## src/rtl/imem_load_controller_pkg.sv

```systemverilog
//------------------------------------------------------------------------------
// Module : imem_load_controller_pkg
// Brief  : Shared controller state encoding and the END opcode used by cores
//          and the load controller.
// Rev    : 1.0  initial release
//------------------------------------------------------------------------------
`default_nettype none

package imem_load_controller_pkg;

    localparam logic [2:0] S_IDLE   = 3'd0;
    localparam logic [2:0] S_LEN    = 3'd1;
    localparam logic [2:0] S_LOAD   = 3'd2;
    localparam logic [2:0] S_CSUM   = 3'd3;
    localparam logic [2:0] S_SETTLE = 3'd4;
    localparam logic [2:0] S_RUN    = 3'd5;
    localparam logic [2:0] S_DONE   = 3'd6;
    localparam logic [2:0] S_ERR    = 3'd7;

    // Opcode a core fetches to signal it has finished its program
    localparam int END_OPCODE = 38;

endpackage

`default_nettype wire

```

## src/rtl/imem_end_detect.sv

```systemverilog
//------------------------------------------------------------------------------
// Module : imem_end_detect
// Brief  : Per-core END opcode compare with a sticky done flag.
// Rev    : 1.0  initial release
//------------------------------------------------------------------------------
`default_nettype none

module imem_end_detect
    import imem_load_controller_pkg::*;
#(
    parameter int                DATA_W     = 8,
    parameter logic [DATA_W-1:0] END_OPCODE = DATA_W'(imem_load_controller_pkg::END_OPCODE)
) (
    input  logic              clock,
    input  logic              reset_n,
    input  logic              clear_i,
    input  logic              enable_i,
    input  logic [DATA_W-1:0] instr_i,
    output logic              hit_o,
    output logic              done_o
);

    logic done_q;

    assign hit_o  = enable_i && (instr_i == END_OPCODE);
    assign done_o = done_q;

    always_ff @(posedge clock or negedge reset_n) begin
        if (!reset_n) begin
            done_q <= 1'b0;
        end else if (clear_i) begin
            done_q <= 1'b0;
        end else if (hit_o) begin
            done_q <= 1'b1;
        end
    end

endmodule

`default_nettype wire

```

## src/rtl/imem_load_controller.sv

```systemverilog
//------------------------------------------------------------------------------
// Module : imem_load_controller
// Brief  : Loads a length-prefixed byte stream into the instruction memory,
//          releases the masked cores and reports completion on END fetch.
//          Optional macro CHECKSUM_EN adds a trailing XOR checksum byte.
// Rev    : 1.0  initial release
//------------------------------------------------------------------------------
`default_nettype none

module imem_load_controller
    import imem_load_controller_pkg::*;
#(
    parameter int                ADDR_W     = 8,
    parameter int                DATA_W     = 8,
    parameter int                NUM_CORES  = 4,
    parameter logic [DATA_W-1:0] END_OPCODE = DATA_W'(imem_load_controller_pkg::END_OPCODE)
) (
    input  logic                 clock,
    input  logic                 reset_n,
    input  logic                 start_load,
    input  logic [NUM_CORES-1:0] core_mask,
    input  logic [DATA_W-1:0]    rx_data,
    input  logic                 rx_valid,
    output logic                 rx_ready,
    output logic                 write_en_file,
    output logic [ADDR_W-1:0]    addr_file,
    output logic [DATA_W-1:0]    instr_file,
    input  logic [DATA_W-1:0]    instruction0,
    input  logic [DATA_W-1:0]    instruction1,
    input  logic [DATA_W-1:0]    instruction2,
    input  logic [DATA_W-1:0]    instruction3,
    output logic [NUM_CORES-1:0] cores_run,
    output logic [NUM_CORES-1:0] core_done,
    output logic                 all_done,
    output logic                 load_error
);

    logic [2:0]           state_q, state_d;
    logic [ADDR_W-1:0]    len_q, len_d;
    logic [ADDR_W-1:0]    cnt_q, cnt_d;
    logic [ADDR_W-1:0]    addr_q, addr_d;
    logic [DATA_W-1:0]    data_q, data_d;
    logic                 we_q, we_d;
    logic [NUM_CORES-1:0] mask_q, mask_d;
`ifdef CHECKSUM_EN
    logic [DATA_W-1:0]    csum_q, csum_d;
`endif

    logic                 rx_fire_w;
    logic                 start_ok_w;
    logic                 last_w;
    logic                 run_w;
    logic [NUM_CORES-1:0] hit_w;
    logic [NUM_CORES-1:0] done_w;
    logic [DATA_W-1:0]    instr_w [4];

    assign instr_w[0] = instruction0;
    assign instr_w[1] = instruction1;
    assign instr_w[2] = instruction2;
    assign instr_w[3] = instruction3;

    always_comb begin
        rx_ready = 1'b0;
        case (state_q)
            S_LEN, S_LOAD: rx_ready = 1'b1;
`ifdef CHECKSUM_EN
            S_CSUM:        rx_ready = 1'b1;
`endif
            default:       rx_ready = 1'b0;
        endcase
    end

    assign rx_fire_w = rx_valid && rx_ready;
    assign run_w     = (state_q == S_RUN);
`ifdef CHECKSUM_EN
    assign start_ok_w = start_load &&
                        ((state_q == S_IDLE) || (state_q == S_DONE) || (state_q == S_ERR));
`else
    assign start_ok_w = start_load && ((state_q == S_IDLE) || (state_q == S_DONE));
`endif
    // A stored length of 0 means 256 words: counter reaches 255 == 0 - 1
    assign last_w = (cnt_q == (len_q - ADDR_W'(1)));

    always_comb begin
        state_d = state_q;
        len_d   = len_q;
        cnt_d   = cnt_q;
        addr_d  = addr_q;
        data_d  = data_q;
        we_d    = 1'b0;
        mask_d  = mask_q;
`ifdef CHECKSUM_EN
        csum_d  = csum_q;
`endif
        case (state_q)
            S_IDLE, S_DONE, S_ERR: begin
                if (start_ok_w) begin
                    state_d = S_LEN;
                    mask_d  = core_mask;
`ifdef CHECKSUM_EN
                    csum_d  = '0;
`endif
                end
            end
            S_LEN: begin
                if (rx_fire_w) begin
                    len_d   = ADDR_W'(rx_data);
                    cnt_d   = '0;
                    state_d = S_LOAD;
                end
            end
            S_LOAD: begin
                if (rx_fire_w) begin
                    we_d   = 1'b1;
                    addr_d = cnt_q;
                    data_d = rx_data;
                    cnt_d  = cnt_q + ADDR_W'(1);
`ifdef CHECKSUM_EN
                    csum_d = csum_q ^ rx_data;
                    if (last_w) state_d = S_CSUM;
`else
                    if (last_w) state_d = S_SETTLE;
`endif
                end
            end
`ifdef CHECKSUM_EN
            S_CSUM: begin
                if (rx_fire_w) begin
                    state_d = (rx_data == csum_q) ? S_SETTLE : S_ERR;
                end
            end
`endif
            S_SETTLE: begin
                // Hold until the final write has drained and one write-free cycle passed
                if (!we_q) state_d = S_RUN;
            end
            S_RUN: begin
                if (((done_w | hit_w) & mask_q) == mask_q) state_d = S_DONE;
            end
            default: state_d = S_IDLE;
        endcase
    end

    always_ff @(posedge clock or negedge reset_n) begin
        if (!reset_n) begin
            state_q <= S_IDLE;
            len_q   <= '0;
            cnt_q   <= '0;
            addr_q  <= '0;
            data_q  <= '0;
            we_q    <= 1'b0;
            mask_q  <= '0;
`ifdef CHECKSUM_EN
            csum_q  <= '0;
`endif
        end else begin
            state_q <= state_d;
            len_q   <= len_d;
            cnt_q   <= cnt_d;
            addr_q  <= addr_d;
            data_q  <= data_d;
            we_q    <= we_d;
            mask_q  <= mask_d;
`ifdef CHECKSUM_EN
            csum_q  <= csum_d;
`endif
        end
    end

    generate
        for (genvar i = 0; i < NUM_CORES; i++) begin : g_core
            imem_end_detect #(
                .DATA_W     (DATA_W),
                .END_OPCODE (END_OPCODE)
            ) u_end_detect (
                .clock    (clock),
                .reset_n  (reset_n),
                .clear_i  (start_ok_w),
                .enable_i (run_w && mask_q[i]),
                .instr_i  (instr_w[i]),
                .hit_o    (hit_w[i]),
                .done_o   (done_w[i])
            );
        end
    endgenerate

    assign write_en_file = we_q;
    assign addr_file     = addr_q;
    assign instr_file    = data_q;
    assign cores_run     = run_w ? (mask_q & ~done_w) : '0;
    assign core_done     = done_w;
    assign all_done      = (state_q == S_DONE);
`ifdef CHECKSUM_EN
    assign load_error    = (state_q == S_ERR);
`else
    assign load_error    = 1'b0;
`endif

endmodule

`default_nettype wire
```

## config.mk

```make
export PLATFORM = sky130hd
export DESIGN_NAME = imem_load_controller
export DESIGN_NICKNAME = d
export VERILOG_FILES = /design/src/rtl/imem_load_controller_pkg.sv /design/src/rtl/imem_end_detect.sv /design/src/rtl/imem_load_controller.sv
export SDC_FILE = /design/constraint.sdc
export NUM_CORES = 1
export LEC_CHECK = 0
export ABC_AREA = 1
export BUFFER_PORTS_ARGS = -buffer_cell sky130_fd_sc_hd__clkbuf_2
export CAP_MARGIN = 20
export CELL_PAD_IN_SITES_DETAIL_PLACEMENT = 0
export CELL_PAD_IN_SITES_GLOBAL_PLACEMENT = 1
export CORE_MARGIN = 1
export CORE_UTILIZATION = 37
export CTS_BUF_LIST = sky130_fd_sc_hd__clkbuf_4 sky130_fd_sc_hd__clkbuf_8
export DETAILED_ROUTE_END_ITERATION = 8
export GPL_ROUTABILITY_DRIVEN = 0
export PLACE_DENSITY_LB_ADDON = 0.1
export SLEW_MARGIN = 30
export SYNTH_ARGS = -nofsm -noshare
export SYNTH_HDL_FRONTEND = slang
export SYNTH_SLANG_ARGS = --single-unit
export TNS_END_PERCENT = 100
```

## constraint.sdc

```tcl
create_clock -name clock -period 2.1 [get_ports clock]
set_input_delay 0.21 -clock clock [delete_from_list [all_inputs] [get_ports clock]]
set_output_delay 0.21 -clock clock [all_outputs]
set_load 0.01 [all_outputs]
```

Word level (Yosys, flattened, before mapping). Index checks and enable logic that the tools add are counted.

Add/sub/neg operators: 2. Equality and inequality tests: 18. Multiplexer cells: 22. Bitwise operators: 4. Reductions and logical operators: 24.

Operator list (number): equality test 8 x 6 -> 1 bit, second input constant (4); two-way mux 3 bit (6); two-way mux 8 bit (2); one-hot mux 8 bit (2 select lines) (1); one-hot mux 3 bit (5 select lines) (1); equality test 3 bit, second input constant (4); two-way mux 1 bit (11); logical AND 1 bit (10); nonzero test 2 bit (5); adder 8 x 1 -> 8 bit, second input constant (1); bitwise AND 4 bit (2); equality test 8 bit (1); inequality test 2 bit, second input constant (4); subtractor 8 x 1 -> 8 bit, second input constant (1); AND reduction 2 bit (3); AND reduction 6 bit (1); equality test 4 bit (1); two-way mux 4 bit (1); inequality test 2 x 1 -> 1 bit, second input constant (2); NOT 4 bit (1); bitwise OR 4 bit (1); equality test 3 x 1 -> 1 bit, second input constant (1); equality test 3 x 2 -> 1 bit, second input constant (1); zero test 3 bit (1); 4 further kinds (4).

Register bits: 44. Bits of input ports: 48. Word-level logic and storage cells: 81.

Depth between registers and ports, before layout.
Word-level depth: 8. Gate-level depth with buffers: 13.

By module. From an unflattened synthesis, not the netlist that was laid out.

Cells, all modules: 336. Area total of the unflattened synthesis: 2452.4 um^2.

By module, submodules not included: imem_load_controller (instances 1, cells an instance 276, area an instance 2077.0 um^2, seq. area each 1001.0 um^2); imem_end_detect (instances 4, cells an instance 15, area an instance 93.8 um^2, seq. area each 25.0 um^2).

Worst setup path before layout. Ideal clock, no wire load.

Kind: reg2reg. From: reg len_q[0]. To: reg state_q[1]. Setup time: 0.117 ns. Data arrival time: 1.610 ns. Required time: 1.983 ns. Path slack: 0.373 ns. Cell stages (with the launch flop): 14. Path buffers: 0. Clock period less this slack: 1.727 ns. Cell sequence: dfrtp_1 -> inv_1 -> ha_1 -> or2_2 -> nand2_1 -> nand2_1 -> nand2_1 -> nand2_1 -> nor2_1 -> nand3_2 -> nand2_4 -> nand3_4 -> nand2_1 -> nand2_1.

Word-level cells in the longest chain between the ends: 4.

Ends and longest elaborated chain: from (decl) (RTL line imem_load_controller.sv:39) `logic [ADDR_W-1:0] len_q, len_d;`; from (signal assigned) (RTL line imem_load_controller.sv:158) `len_q <= len_d;`; subtractor 8 x 1 -> 8 bit (RTL line imem_load_controller.sv:82) `assign last_w = (cnt_q == (len_q - ADDR_W'(1)));`; equality test 8 bit (RTL line imem_load_controller.sv:82); inequality test 2 bit (no line); AND reduction 6 bit (no line); to (signal assigned) (RTL line imem_load_controller.sv:157) `state_q <= state_d;`; to (decl) (RTL line imem_load_controller.sv:38) `logic [2:0] state_q, state_d;`.

Every way passes these cells. A chain may end at the register's enable or synchronous reset.

Worst setup path after layout. Ends and elaborated chain as after synthesis.

==> impl_metrics.env <==
export IMPL_cts_sinks=44
export IMPL_floorplan_die_area_um2=6950
export IMPL_yosys_cell_types_count=33
export IMPL_io_pin_count=76
export IMPL_cts_buffer_depth=2
export IMPL_die_width_um=83.4
export IMPL_grt_setup_unrepaired="false"
export IMPL_worst_ep_arrival_time_ns=2.05
export IMPL_post_route_cells_drive_above_1_share=0.250
export IMPL_worst_setup_path_end_kind="register"
export IMPL_n_antenna_cell=0
export IMPL_grt_usage=0.163
export IMPL_routed_via_count=2221
export IMPL_pwr_density_cell_nw_per_um2=1250
export IMPL_drc_errors=0
export IMPL_clock_skew_ns=0.00724
export IMPL_timing_max_transition_violations_final=0
export IMPL_failed_checks="hold timing"
export IMPL_final_seq_area_um2=1100
export IMPL_firstDrtPassIters=4
export IMPL_postCtsSetupBuffers=0
export IMPL_worst_pin_slew_ns=0.583
export IMPL_synth_avg_cell_area_um2=7.43
export IMPL_power_leakage_nw=1.65
export IMPL_htree_num_levels=2
export IMPL_postSynthRegisterBits=44
export IMPL_worst_skew_late_latency_ns=0.30
export IMPL_post_synth_and_or_nand_nor_area_fraction=0.297
export IMPL_placementRows=29
export IMPL_post_cts_resized_instances=0
export IMPL_nNetsFinal=453
export IMPL_synth_sequential_area_ratio=0.449
export IMPL_cts_hold_fix_buffers=0
export IMPL_setup_violations_final=0
export IMPL_cts_buffers_inserted=5
export IMPL_post_synth_xor_area_fraction=0.0250
export IMPL_ctsRootBufferMaster="sky130_fd_sc_hd__clkbuf_8"
export IMPL_synth_area_leader_cell="sky130_fd_sc_hd__dfrtp_1"
export IMPL_hpwlAfterDp_mm=4.06
export IMPL_multi_input_area_um2=1090
export IMPL_maxCapViolations=0
export IMPL_post_synth_main_area_contributors="sky130_fd_sc_hd__dfrtp_1 (45%), sky130_fd_sc_hd__nand2_1 (13%), sky130_fd_sc_hd__inv_1 (7.5%)"
export IMPL_worstHoldPathType="in -> async"
export IMPL_synthesis_yosys_warnings=0
export IMPL_syn2layout_area_growth_pct=22.7
export IMPL_route_detailed_wl_per_inst_um=10.7
export IMPL_first_pass_grt_wire_length_mm=9.23
export IMPL_cts_tree="built"
export IMPL_wirelength_mm=5.13
export IMPL_finish_utilization=0.471
export IMPL_route_detailed_vias_per_inst=4.62
export IMPL_synthCells=330
export IMPL_grt_pass1_vias=2088
export IMPL_final_setup_tns_ns=0
export IMPL_final_min_period_over_clock_period=0.882
export IMPL_gr_total_overflow=0
export IMPL_synth_top_cell_area_share=0.449
export IMPL_slew_headroom=0.610
export IMPL_compound_gate_portion_of_the_synthesized_area=0.107
export IMPL_synthMuxAreaShare=0.00408
export IMPL_placedInstanceArea_um2=2880
export IMPL_timing_final_crit_period_ns=1.85
export IMPL_netlist_area_um2=2450
export IMPL_drtIter0Drc=54
export IMPL_ir_drop_uv=644
export IMPL_run_status="finished, violations left"
export IMPL_core_area_um2=6390
export IMPL_initial_utilization=0.384
export IMPL_worst_setup_path_type="reg -> reg"
export IMPL_antenna_violations_before_repair=0
export IMPL_critical_path_maximum_fanout=5
export IMPL_fmax_ghz=0.540
export IMPL_worst_endpoint_required_ns=2.29
export IMPL_total_power_mw=3.77
export IMPL_grt_max_degree=45
export IMPL_io_buffer_count=74
export IMPL_largest_family_of_logic_cells_by_synthesized_area="simple AND/OR/NAND/NOR gates"
export IMPL_fin_hold_ws_ns=-0.0225
export IMPL_fillCellCount=681
export IMPL_startpoint_type_of_the_worst_setup_path="register"
export IMPL_layout_cell_area_non_filler_um2=3010
export IMPL_syn_nets=380
export IMPL_floorplan_die_height_um=83.4
export IMPL_cts_clk_slew_worst_paths_ns=0.08
export IMPL_hold_violations=21
export IMPL_remaining_number_of_nets_flagged_by_the_antenna_check_after_routing=0
export IMPL_synth_fa_ha_area_frac=0.0102
[logic make-up after synthesis]
| group | Yosys count |
|---|---|
| compound gates | 44 |
| xor+xnor | 7 |
| fa+ha+maj | 2 |
| buf+inv | 63 |
| flops | 44 |
| mux | 1 |
| other cells | 1 |
| simple gates | 168 |
[through the flow]
step / setup WS (ns) / hold slack, ns / std cells
after global routing: 0.0671 / 0.0267 / 481
final: 0.247 / -0.0225 / 481
after CTS: 0.243 / 0.0108 / 481
after floorplan: 0.373 / -0.0856 / 330
after detailed placement: 0.258 / 0.324 / 473
after global placement: 0.285 / 0.333 / 473
[sequential cells by signal (all words and copies together), names as in the netlist]
signal / cells
write_en_file: 1
state_q: 3
g_core.u_end_detect.done_o: 4
addr_file: 8
instr_file: 8
mask_q: 4
cnt_q: 8
len_q: 8
[layer usage]
metal	share of wire	global-route usage	vias to the layer above
met5	0	0	-
met4	0.0060	0.0329	0
met3	0.045	0.0408	4
met2	0.46	0.265	49
met1	0.49	0.221	998
li1	-	-	1170
[power by group]
part           leakage, nW  total [mW]  internal, mW  switching [mW]
logic                 1.01        1.64         0.662           0.982
registers            0.568        1.42          1.16           0.263
clock network       0.0645       0.704         0.420           0.284
[worst max-delay path, stage by stage, from the launching register on]
cell,delay [ns]
sky130_fd_sc_hd__dfrtp_1,0.39
sky130_fd_sc_hd__inv_1,0.10
sky130_fd_sc_hd__ha_1,0.26
sky130_fd_sc_hd__or2_2,0.32
sky130_fd_sc_hd__nand2_1,0.06
sky130_fd_sc_hd__nand2_1,0.05
sky130_fd_sc_hd__nand2_1,0.05
sky130_fd_sc_hd__nand2_1,0.05
sky130_fd_sc_hd__nor2_1,0.11
sky130_fd_sc_hd__nand3_2,0.11
sky130_fd_sc_hd__nand2_4,0.09
sky130_fd_sc_hd__nand3_4,0.07
sky130_fd_sc_hd__nand2_1,0.06
sky130_fd_sc_hd__nand2_1,0.05
[cells in the final DEF (no fill, tap or decap), types with 3 or more instances in the layout]
master / synthesis / layout
sky130_fd_sc_hd__a21oi_1: 6 / 6
sky130_fd_sc_hd__buf_4: 6 / 5
sky130_fd_sc_hd__clkbuf_2: 0 / 74
sky130_fd_sc_hd__clkbuf_8: 0 / 7
sky130_fd_sc_hd__dfrtp_1: 44 / 44
sky130_fd_sc_hd__inv_1: 49 / 49
sky130_fd_sc_hd__nand2_1: 85 / 85
sky130_fd_sc_hd__nand3_1: 16 / 16
sky130_fd_sc_hd__nand3_2: 4 / 4
sky130_fd_sc_hd__nand4_1: 4 / 4
sky130_fd_sc_hd__nor2_1: 47 / 47
sky130_fd_sc_hd__nor2_2: 3 / 3
sky130_fd_sc_hd__nor3_1: 4 / 4
sky130_fd_sc_hd__o21ai_0: 28 / 28
sky130_fd_sc_hd__o22ai_1: 3 / 3
sky130_fd_sc_hd__xnor2_1: 4 / 4
sky130_fd_sc_hd__xor2_1: 3 / 3
[worst paths after layout]
check	from	to	slack, ns	depth (start not counted)
max	len_q[0]	state_q[1]	0.25	13
min	reset_n	write_en_file	-0.02	2
max reg2reg	len_q[0]	state_q[1]	0.25	13
min reg2reg	addr_file[0]	addr_file[0]	0.48	2
max in group asynchronous	reset_n	len_q[3]	1.73	2
min in group clock	core_mask[2]	mask_q[2]	0.12	3
[cell usage after synthesis]
master and number:
sky130_fd_sc_hd__o211ai_1 1, sky130_fd_sc_hd__o2bb2ai_1 1, sky130_fd_sc_hd__conb_1 1, sky130_fd_sc_hd__a22o_1 1, sky130_fd_sc_hd__o21a_1 1, sky130_fd_sc_hd__inv_2 1
sky130_fd_sc_hd__nand4_1 4, sky130_fd_sc_hd__nor2_2 3, sky130_fd_sc_hd__nand2b_1 1, sky130_fd_sc_hd__buf_2 2, sky130_fd_sc_hd__nor2_1 47, sky130_fd_sc_hd__mux2i_1 1
sky130_fd_sc_hd__buf_4 6, sky130_fd_sc_hd__nand3_4 1, sky130_fd_sc_hd__nand2_1 85, sky130_fd_sc_hd__ha_1 2, sky130_fd_sc_hd__xor2_1 3, sky130_fd_sc_hd__a21oi_1 6
sky130_fd_sc_hd__nand3_2 4, sky130_fd_sc_hd__o22ai_1 3, sky130_fd_sc_hd__o31ai_1 1, sky130_fd_sc_hd__or2_2 1, sky130_fd_sc_hd__o21ai_0 28, sky130_fd_sc_hd__xnor2_1 4
sky130_fd_sc_hd__nand3_1 16, sky130_fd_sc_hd__inv_1 49, sky130_fd_sc_hd__a21oi_4 1, sky130_fd_sc_hd__clkbuf_1 5, sky130_fd_sc_hd__nand2_2 1, sky130_fd_sc_hd__o21ai_4 1
sky130_fd_sc_hd__nor3_1 4, sky130_fd_sc_hd__dfrtp_1 44, sky130_fd_sc_hd__nand2_4 1
[cell type report]
class,count,share of cell area
flip-flops and latches,44,0.366
multi-input cells,223,0.362
repair buffers,79,0.136
inverters,50,0.0624
clock buffers,7,0.0320
well taps,77,0.0320
clock inverters,1,0.00998
(Power assumes the default switching activity.)
